File: config.mk
export PLATFORM = sky130hd
export DESIGN_NAME = multi_tree_feeder
export DESIGN_NICKNAME = d
export VERILOG_FILES = /design/src/rtl/multi_tree_feeder.sv
export SDC_FILE = /design/constraint.sdc
export NUM_CORES = 1
export LEC_CHECK = 0
export CORE_MARGIN = 5
export CORE_UTILIZATION = 40
export CTS_BUF_LIST = sky130_fd_sc_hd__clkbuf_8
export CTS_CLUSTER_SIZE = 30
export DETAILED_ROUTE_END_ITERATION = 10
export GPL_TIMING_DRIVEN = 0
export PLACE_DENSITY_LB_ADDON = 0.05
export SLEW_MARGIN = 20
export SYNTH_ARGS = -nofsm -noshare
export SYNTH_HDL_FRONTEND = slang
export SYNTH_SLANG_ARGS = --single-unit
export TNS_END_PERCENT = 30
File: constraint.sdc
create_clock -name clk -period 2.2 [get_ports clk]
set_input_delay 0.55 -clock clk [delete_from_list [all_inputs] [get_ports clk]]
set_output_delay 0.55 -clock clk [all_outputs]
set_load 0.02 [all_outputs]
File: src/rtl/multi_tree_feeder.sv
// multi_tree_feeder
//   Deserializes a serial AXI-stream of fixed-point samples (one frame per
//   product) into a NUM-lane parallel vector for the multiplier tree.
//   Short frames are padded with PAD_VALUE (multiplicative identity); frames
//   longer than NUM are truncated, the excess discarded, and a sticky
//   overflow flag raised.
// Ports:
//   clk, rst_n          clock, asynchronous active-low reset
//   s_axis_tdata/tvalid/tlast/tready
//                       serial sample input (tready held high after reset)
//   dout                parallel vector, lane k at [k*DATA_WIDTH +: DATA_WIDTH]
//   dout_tvalid         per-lane valid, all bits pulse together for one cycle
//   frame_cnt           number of emitted frames (wrapping)
//   overflow            sticky truncation flag
//   clr_overflow        synchronous clear of overflow (a same-cycle set wins)
module multi_tree_feeder #(
  parameter int                    NUM        = 8,
  parameter int                    DATA_WIDTH = 16,
  parameter logic [DATA_WIDTH-1:0] PAD_VALUE  = 16'h0010
) (
  input  logic                      clk,
  input  logic                      rst_n,
  input  logic [DATA_WIDTH-1:0]     s_axis_tdata,
  input  logic                      s_axis_tvalid,
  input  logic                      s_axis_tlast,
  output logic                      s_axis_tready,
  output logic [NUM*DATA_WIDTH-1:0] dout,
  output logic [NUM-1:0]            dout_tvalid,
  output logic [15:0]               frame_cnt,
  output logic                      overflow,
  input  logic                      clr_overflow
);

  localparam int CW = $clog2(NUM) + 1;

  typedef enum logic {FILL, DROP} state_t;

  state_t                    state, state_nx;
  logic [CW-1:0]             cnt;
  logic [NUM*DATA_WIDTH-1:0] fill_buf;
  logic [NUM*DATA_WIDTH-1:0] merged;
  logic                      accept;
  logic                      last_lane;
  logic                      emit;

  assign accept    = s_axis_tvalid && s_axis_tready;
  assign last_lane = (cnt == CW'(NUM - 1));
  assign emit      = accept && (state == FILL) && (s_axis_tlast || last_lane);

  // Completed vector: lanes already filled, the current sample at lane cnt,
  // identity in every lane above it.
  always_comb begin
    merged = '0;
    for (int unsigned k = 0; k < NUM; k++) begin
      if (k == 32'(cnt))
        merged[k*DATA_WIDTH +: DATA_WIDTH] = s_axis_tdata;
      else if (k > 32'(cnt))
        merged[k*DATA_WIDTH +: DATA_WIDTH] = PAD_VALUE;
      else
        merged[k*DATA_WIDTH +: DATA_WIDTH] = fill_buf[k*DATA_WIDTH +: DATA_WIDTH];
    end
  end

  always_comb begin
    state_nx = state;
    case (state)
      FILL: if (accept && last_lane && !s_axis_tlast) state_nx = DROP;
      DROP: if (accept && s_axis_tlast)               state_nx = FILL;
      default:                                        state_nx = FILL;
    endcase
  end

  always_ff @(posedge clk or negedge rst_n) begin
    if (!rst_n) state <= FILL;
    else        state <= state_nx;
  end

  always_ff @(posedge clk or negedge rst_n) begin
    if (!rst_n) begin
      s_axis_tready <= 1'b0;
      cnt           <= '0;
      fill_buf      <= '0;
      dout          <= '0;
      dout_tvalid   <= '0;
      frame_cnt     <= '0;
      overflow      <= 1'b0;
    end else begin
      // Ready rises on the first edge after reset release and stays high.
      s_axis_tready <= 1'b1;
      dout_tvalid   <= '0;

      if (accept && state == FILL) begin
        fill_buf[32'(cnt)*DATA_WIDTH +: DATA_WIDTH] <= s_axis_tdata;
        if (emit) begin
          dout        <= merged;
          dout_tvalid <= '1;
          frame_cnt   <= frame_cnt + 16'd1;
          cnt         <= '0;
        end else begin
          cnt <= cnt + CW'(1);
        end
      end

      if (accept && state == DROP) overflow <= 1'b1;
      else if (clr_overflow)       overflow <= 1'b0;
    end
  end

endmodule

[Word-level counts from Yosys, hierarchy flattened]
Cells that the tools add are included.
Word-level totals
  register bits after elaboration: 287
Cells by class
  bitwise gates (word level): 1
  $add $sub $neg: 3
  multiplexer cells: 24
  order comparisons: 7
  shift operators: 2
  equal/unequal tests: 8
  reductions and logical operators: 12
Operators by type and width (count)
  2-to-1 mux 16 bit: 15
  bitwise mux 128 bit: 1
  variable shift 16 x 34 -> 128 bit (first input constant): 1
  indexed part select 16 x 34 -> 128 bit: 1
  negation 8 -> 34 bit: 1
  adder 16 x 1 -> 16 bit (second input constant): 1
  == test 3 x 4 -> 1 bit (first input constant): 4
  greater-than comparator 3 x 4 -> 1 bit (first input constant): 4
  2-to-1 mux 8 bit: 2
  == test 2 x 4 -> 1 bit (first input constant): 2
  greater-than comparator 2 x 4 -> 1 bit (first input constant): 2
  logical AND 1 bit: 7
  adder 4 x 1 -> 4 bit (second input constant): 1
  == test 1 x 4 -> 1 bit (first input constant): 1
  == test 4 x 3 -> 1 bit (second input constant): 1
  greater-than comparator 1 x 4 -> 1 bit (first input constant): 1
  logical NOT 4 bit: 1
  2-to-1 mux 1 bit: 4
  2-to-1 mux 4 bit: 1
  case mux 1 bit (2 select lines): 1
  AND reduction 2 bit: 1
  nonzero test 2 bit: 1
  logical NOT 1 bit: 1
  logical OR 1 bit: 1
  NOT 1 bit: 1

[Longest topological paths before layout]
  depth in word-level cells: 5
  mapped depth: 10
  gate-level depth less buffers: 6

[Worst setup path after synthesis]
OpenSTA, ideal clock, no wires.
  path kind: reg2reg
  start: reg cnt[0]
  end: reg fill_buf[31]
  slack: -172 ps
  required time: 2065 ps
  data arrival time: 2237 ps
  stages on the path, launching flop included: 11
  buffers on the path: 4
  clock period less this slack: 2372 ps
  library setup time: 135 ps
  cell sequence: dfrtp_1 buf_4 clkbuf_1 nor3_1 ha_1 and4b_1 clkbuf_1 nand3_1 clkbuf_1 nand2_1 o21ai_0
On the way
  word-level cells in the longest chain between the ends: 3
  elaborated cells between the ends (all ways): 4
  those cells by class: add/sub: 1; shift: 2; mux: 1
RTL lines
  start, declared: line 39  | logic [CW-1:0] cnt;
  start signal, assigned: line 100  | cnt <= cnt + CW'(1);
  negation 8 -> 34 bit (*): line 93  | fill_buf[32'(cnt)*DATA_WIDTH +: DATA_WIDTH] <= s_axis_tdata;
  indexed part select 16 x 34 -> 128 bit or variable shift 16 x 34 -> 128 bit (tied branches): line 93
  bitwise mux 128 bit (*): line 93
  end signal, assigned by index: line 93
  end, declared: line 40  | logic [NUM*DATA_WIDTH-1:0] fill_buf;
Mark *: on every way between the ends. The rest lies on a longest branch, timed or not.
A chain may end at the register's enable or synchronous reset.

[Final worst setup path]
  start: reg cnt[0]
  end: reg fill_buf[28]
Same word-level chain as after synthesis.

==> key figures <==
Synth
  – Syn Area/Cell: 9.501 um2
  – Asr flop ratio synth: 100.0%
  – Syn Nets: 1,296
  – Post-synthesis sequential area ratio: roughly three fifths
  – Total number of yosys warnings: 0
  – Yosys cell types: 47
  – Post-Syn Area: 0.01204 mm2
  – Count leader, synth: dfrtp_1
  – Post-synth EDFFs: 0
  – Synth Flop Type: dfrtp_1
  – Synth cell count leaders: dfrtp_1, nand2_1, nor2_1, o21ai_1, a221oi_1
  – Area contributors post-synth: dfrtp_1, nand2_1, nor2_1
  – Synth Register Bits: 280
  – Leading area contributor after synthesis: dfrtp_1
  – Synth Instances: approximately 1.3k
  – Share of the synthesized area in the top cell type: a little under 60%

Clock network
  – Skew-Pair Late Insertion Delay: 0.57 ns
  – Max clock buf depth: 3
  – CTS Sinks: 280
  – CTS tree: yes
  – CTS H-Tree Depth: 2
  – CTS buffer count: 49
  – CTS Root Cell: clkbuf_8
  – Clock transition at path regs: about 0.060 ns

Setup path
  – Crit path max fanout: 10
  – Critical Path RT: 2.64 ns
  – Worst setup EP type: flip-flop
  – WP data arrival: 2.66 ns
  – Setup crit start kind: flip-flop
  – Critical path type: flip-flop to flip-flop

Finish
  – Antenna cell count: 0
  – Layout cells sized above 1: about 16%
  – Area Overhead vs Synth: 33.82%
  – Fill cells: 2,838
  – Final std cells w/o fill: 1,948
  – # nets final: 1,548

Global route
  – Vias in the first global route: 10.23k
  – Initial antenna violation count: 1
  – Total GRT Usage: 22.73%
  – Grt ovf: 0
  – Largest net degree at the start of global routing: a little over 90
  – First-pass GRT wire length: 60,250 um

Place
  – Pre-CTS WS: -0.6513 ns
  – GP Congestion: 0.8544
  – PortBufs: 173
  – DP Cell Count: between 1.5k and 2k
  – Dpl hpwl: around 26,000 um

Detailed routing
  – Routed Wire Length: 38,750 um
  – Vias per inst: between 5 and 6
  – Antenna viol nets, final: 0
  – Drt drc: 0
  – Detailed Routing Iterations Pass 1: 5
  – Vias: about 10k
  – DR WL/cell: 19.89 um
  – Iter 0 DRT Violations: about 750

Floorplan
  – Core area: 0.02964 mm2
  – Die Wd: 183.5 um
  – Starting Density: 40.62%
  – Die area: 0.03366 mm2
  – Die Ht: 183.5 um
  – # IOs: 175
  – Site row count: 63

Worst hold path
  – Worst hold path class: primary input to flip-flop

STA
  – Max-slew headroom: between 20% and 30%
  – Worst-Margin Slew: 1.108 ns
  – RSZ-0062 raised after global routing: true
  – Final Hold Viols: 0
  – Fin crit share: 100.9%
  – Minimum clock period: ~2.2 ns
  – Setup Viol. Count Final: 6
  – Fmax: 0.4503 GHz
  – Final slew viol count: 0
  – Hold_ws: 0.3627 ns
  – Final Skew: 0.02183 ns
  – Setup WS post-layout: -0.02056 ns
  – Setup TNS: -0.05590 ns

Power and ir drop
  – Pwr Density: just under 1000 mW/mm2
  – IR drop worst, VDD: 0.5274 mV
  – P_leak: between 7 and 8 nW
  – Power Total: 0.01560 W

Run
  – Max_cap viols: 0

Run status
  – Failing checks: setup timing
  – Status: finished with violations
[cell families after synthesis]
group                      share of synthesized area [%]
AOI/OAI and AO/OA                                  14.22
buffers and inverters                              5.457
other                                            0.03115
xor gates and xnor gates                           1.299
muxes                                              1.414
and+or+nand+nor                                    18.54
adders and majority gates                         0.8315
DFF                                                58.21
[cell type report]
class / count / area, um2 / area share (%)
Clock inverter: 26 / 117.6 / 0.7301
Multi-Input combinational cell: 845 / 4656 / 28.90
Tap cell: 390 / 488.0 / 3.029
Timing Repair Buffer: 203 / 2068 / 12.84
Buffer: 111 / 773.2 / 4.800
Clock buffer: 64 / 880.8 / 5.468
Inverter: 29 / 115.1 / 0.7146
Sequential cell: 280 / 7010 / 43.52
[layout by cell type, fill, tap and decap left out, drive strengths merged, types with 4 or more instances in the layout]
| cell | count |
|---|---|
| inv | 44 |
| nand2 | 254 |
| nor3 | 10 |
| dlygate4sd2 | 6 |
| clkinv | 7 |
| dfrtp | 280 |
| ha | 8 |
| xor2 | 8 |
| o21ai | 125 |
| nand3 | 44 |
| buf | 89 |
| dlymetal6s2s | 13 |
| nand4 | 5 |
| xnor2 | 9 |
| a21o | 4 |
| nor2 | 204 |
| clkdlybuf4s50 | 151 |
| a31oi | 48 |
| clkinvlp | 4 |
| clkbuf | 118 |
| mux2i | 17 |
| a221oi | 78 |
| and3 | 5 |
[final timing paths]
path | startpoint | end | slack, ns | depth (start not counted)
hold / removal | s_axis_tdata[4] | fill_buf[68] | 0.36 | 3
min in group asynchronous | rst_n | fill_buf[68] | 0.49 | 2
setup reg to reg | cnt[0] | fill_buf[28] | -0.02 | 10
setup / recovery | cnt[0] | fill_buf[28] | -0.02 | 10
hold reg to reg | frame_cnt[15] | frame_cnt[15] | 0.47 | 1
max in group asynchronous | rst_n | fill_buf[87] | 0.58 | 4
[power breakdown]
part	total (W)	switching, W	internal (W)	leakage [nW]
logic	0.00417	0.00237	0.00179	3.21
clock network	0.00480	0.00219	0.00261	0.573
registers	0.00663	0.000591	0.00604	3.54
[critical path, stage by stage, from the launching register on]
cell and delay [ns]:
dfrtp_2 0.46, clkinvlp_4 0.11, ha_2 0.18, buf_6 0.11
or3b_4 0.38, buf_6 0.15, and3_1 0.20, buf_4 0.17
buf_6 0.14, nand2_1 0.11, o21ai_1 0.10
[through the flow]
step                      cell area (um2)  utilization [%]
after floorplan                     12040                -
after global placement              14260            48.12
after detailed placement            14350            48.42
after CTS                           15790            53.28
after global routing                16110            54.35
final                               16110            54.35
[routing by layer]
metal	track usage [%]	vias to the layer above	part of all wire, %
met4	6.228	2	2.4
li1	-	4858	-
met3	4.175	67	6.8
met2	34.84	372	45
met1	33.39	5107	45
met5	0	-	0.034
[registers in the layout, summed over array words and instances, names as in the netlist]
signal and count:
dout 128, fill_buf 128, frame_cnt 16, cnt 4, dout_tvalid 1, overflow 1, s_axis_tready 1, state 1
[timing repair]
action / CTS / global route
cloned: 5 / 0
resized for setup: 97 / 76
pin swaps: 1 / 6
endpoints found under the setup margin: 179 / 244
setup buffers: 8 / 13
endpoints found under the hold margin: 43 / 0
hold buffers: 1 / 0
Power figures use the tool's default switching activity.
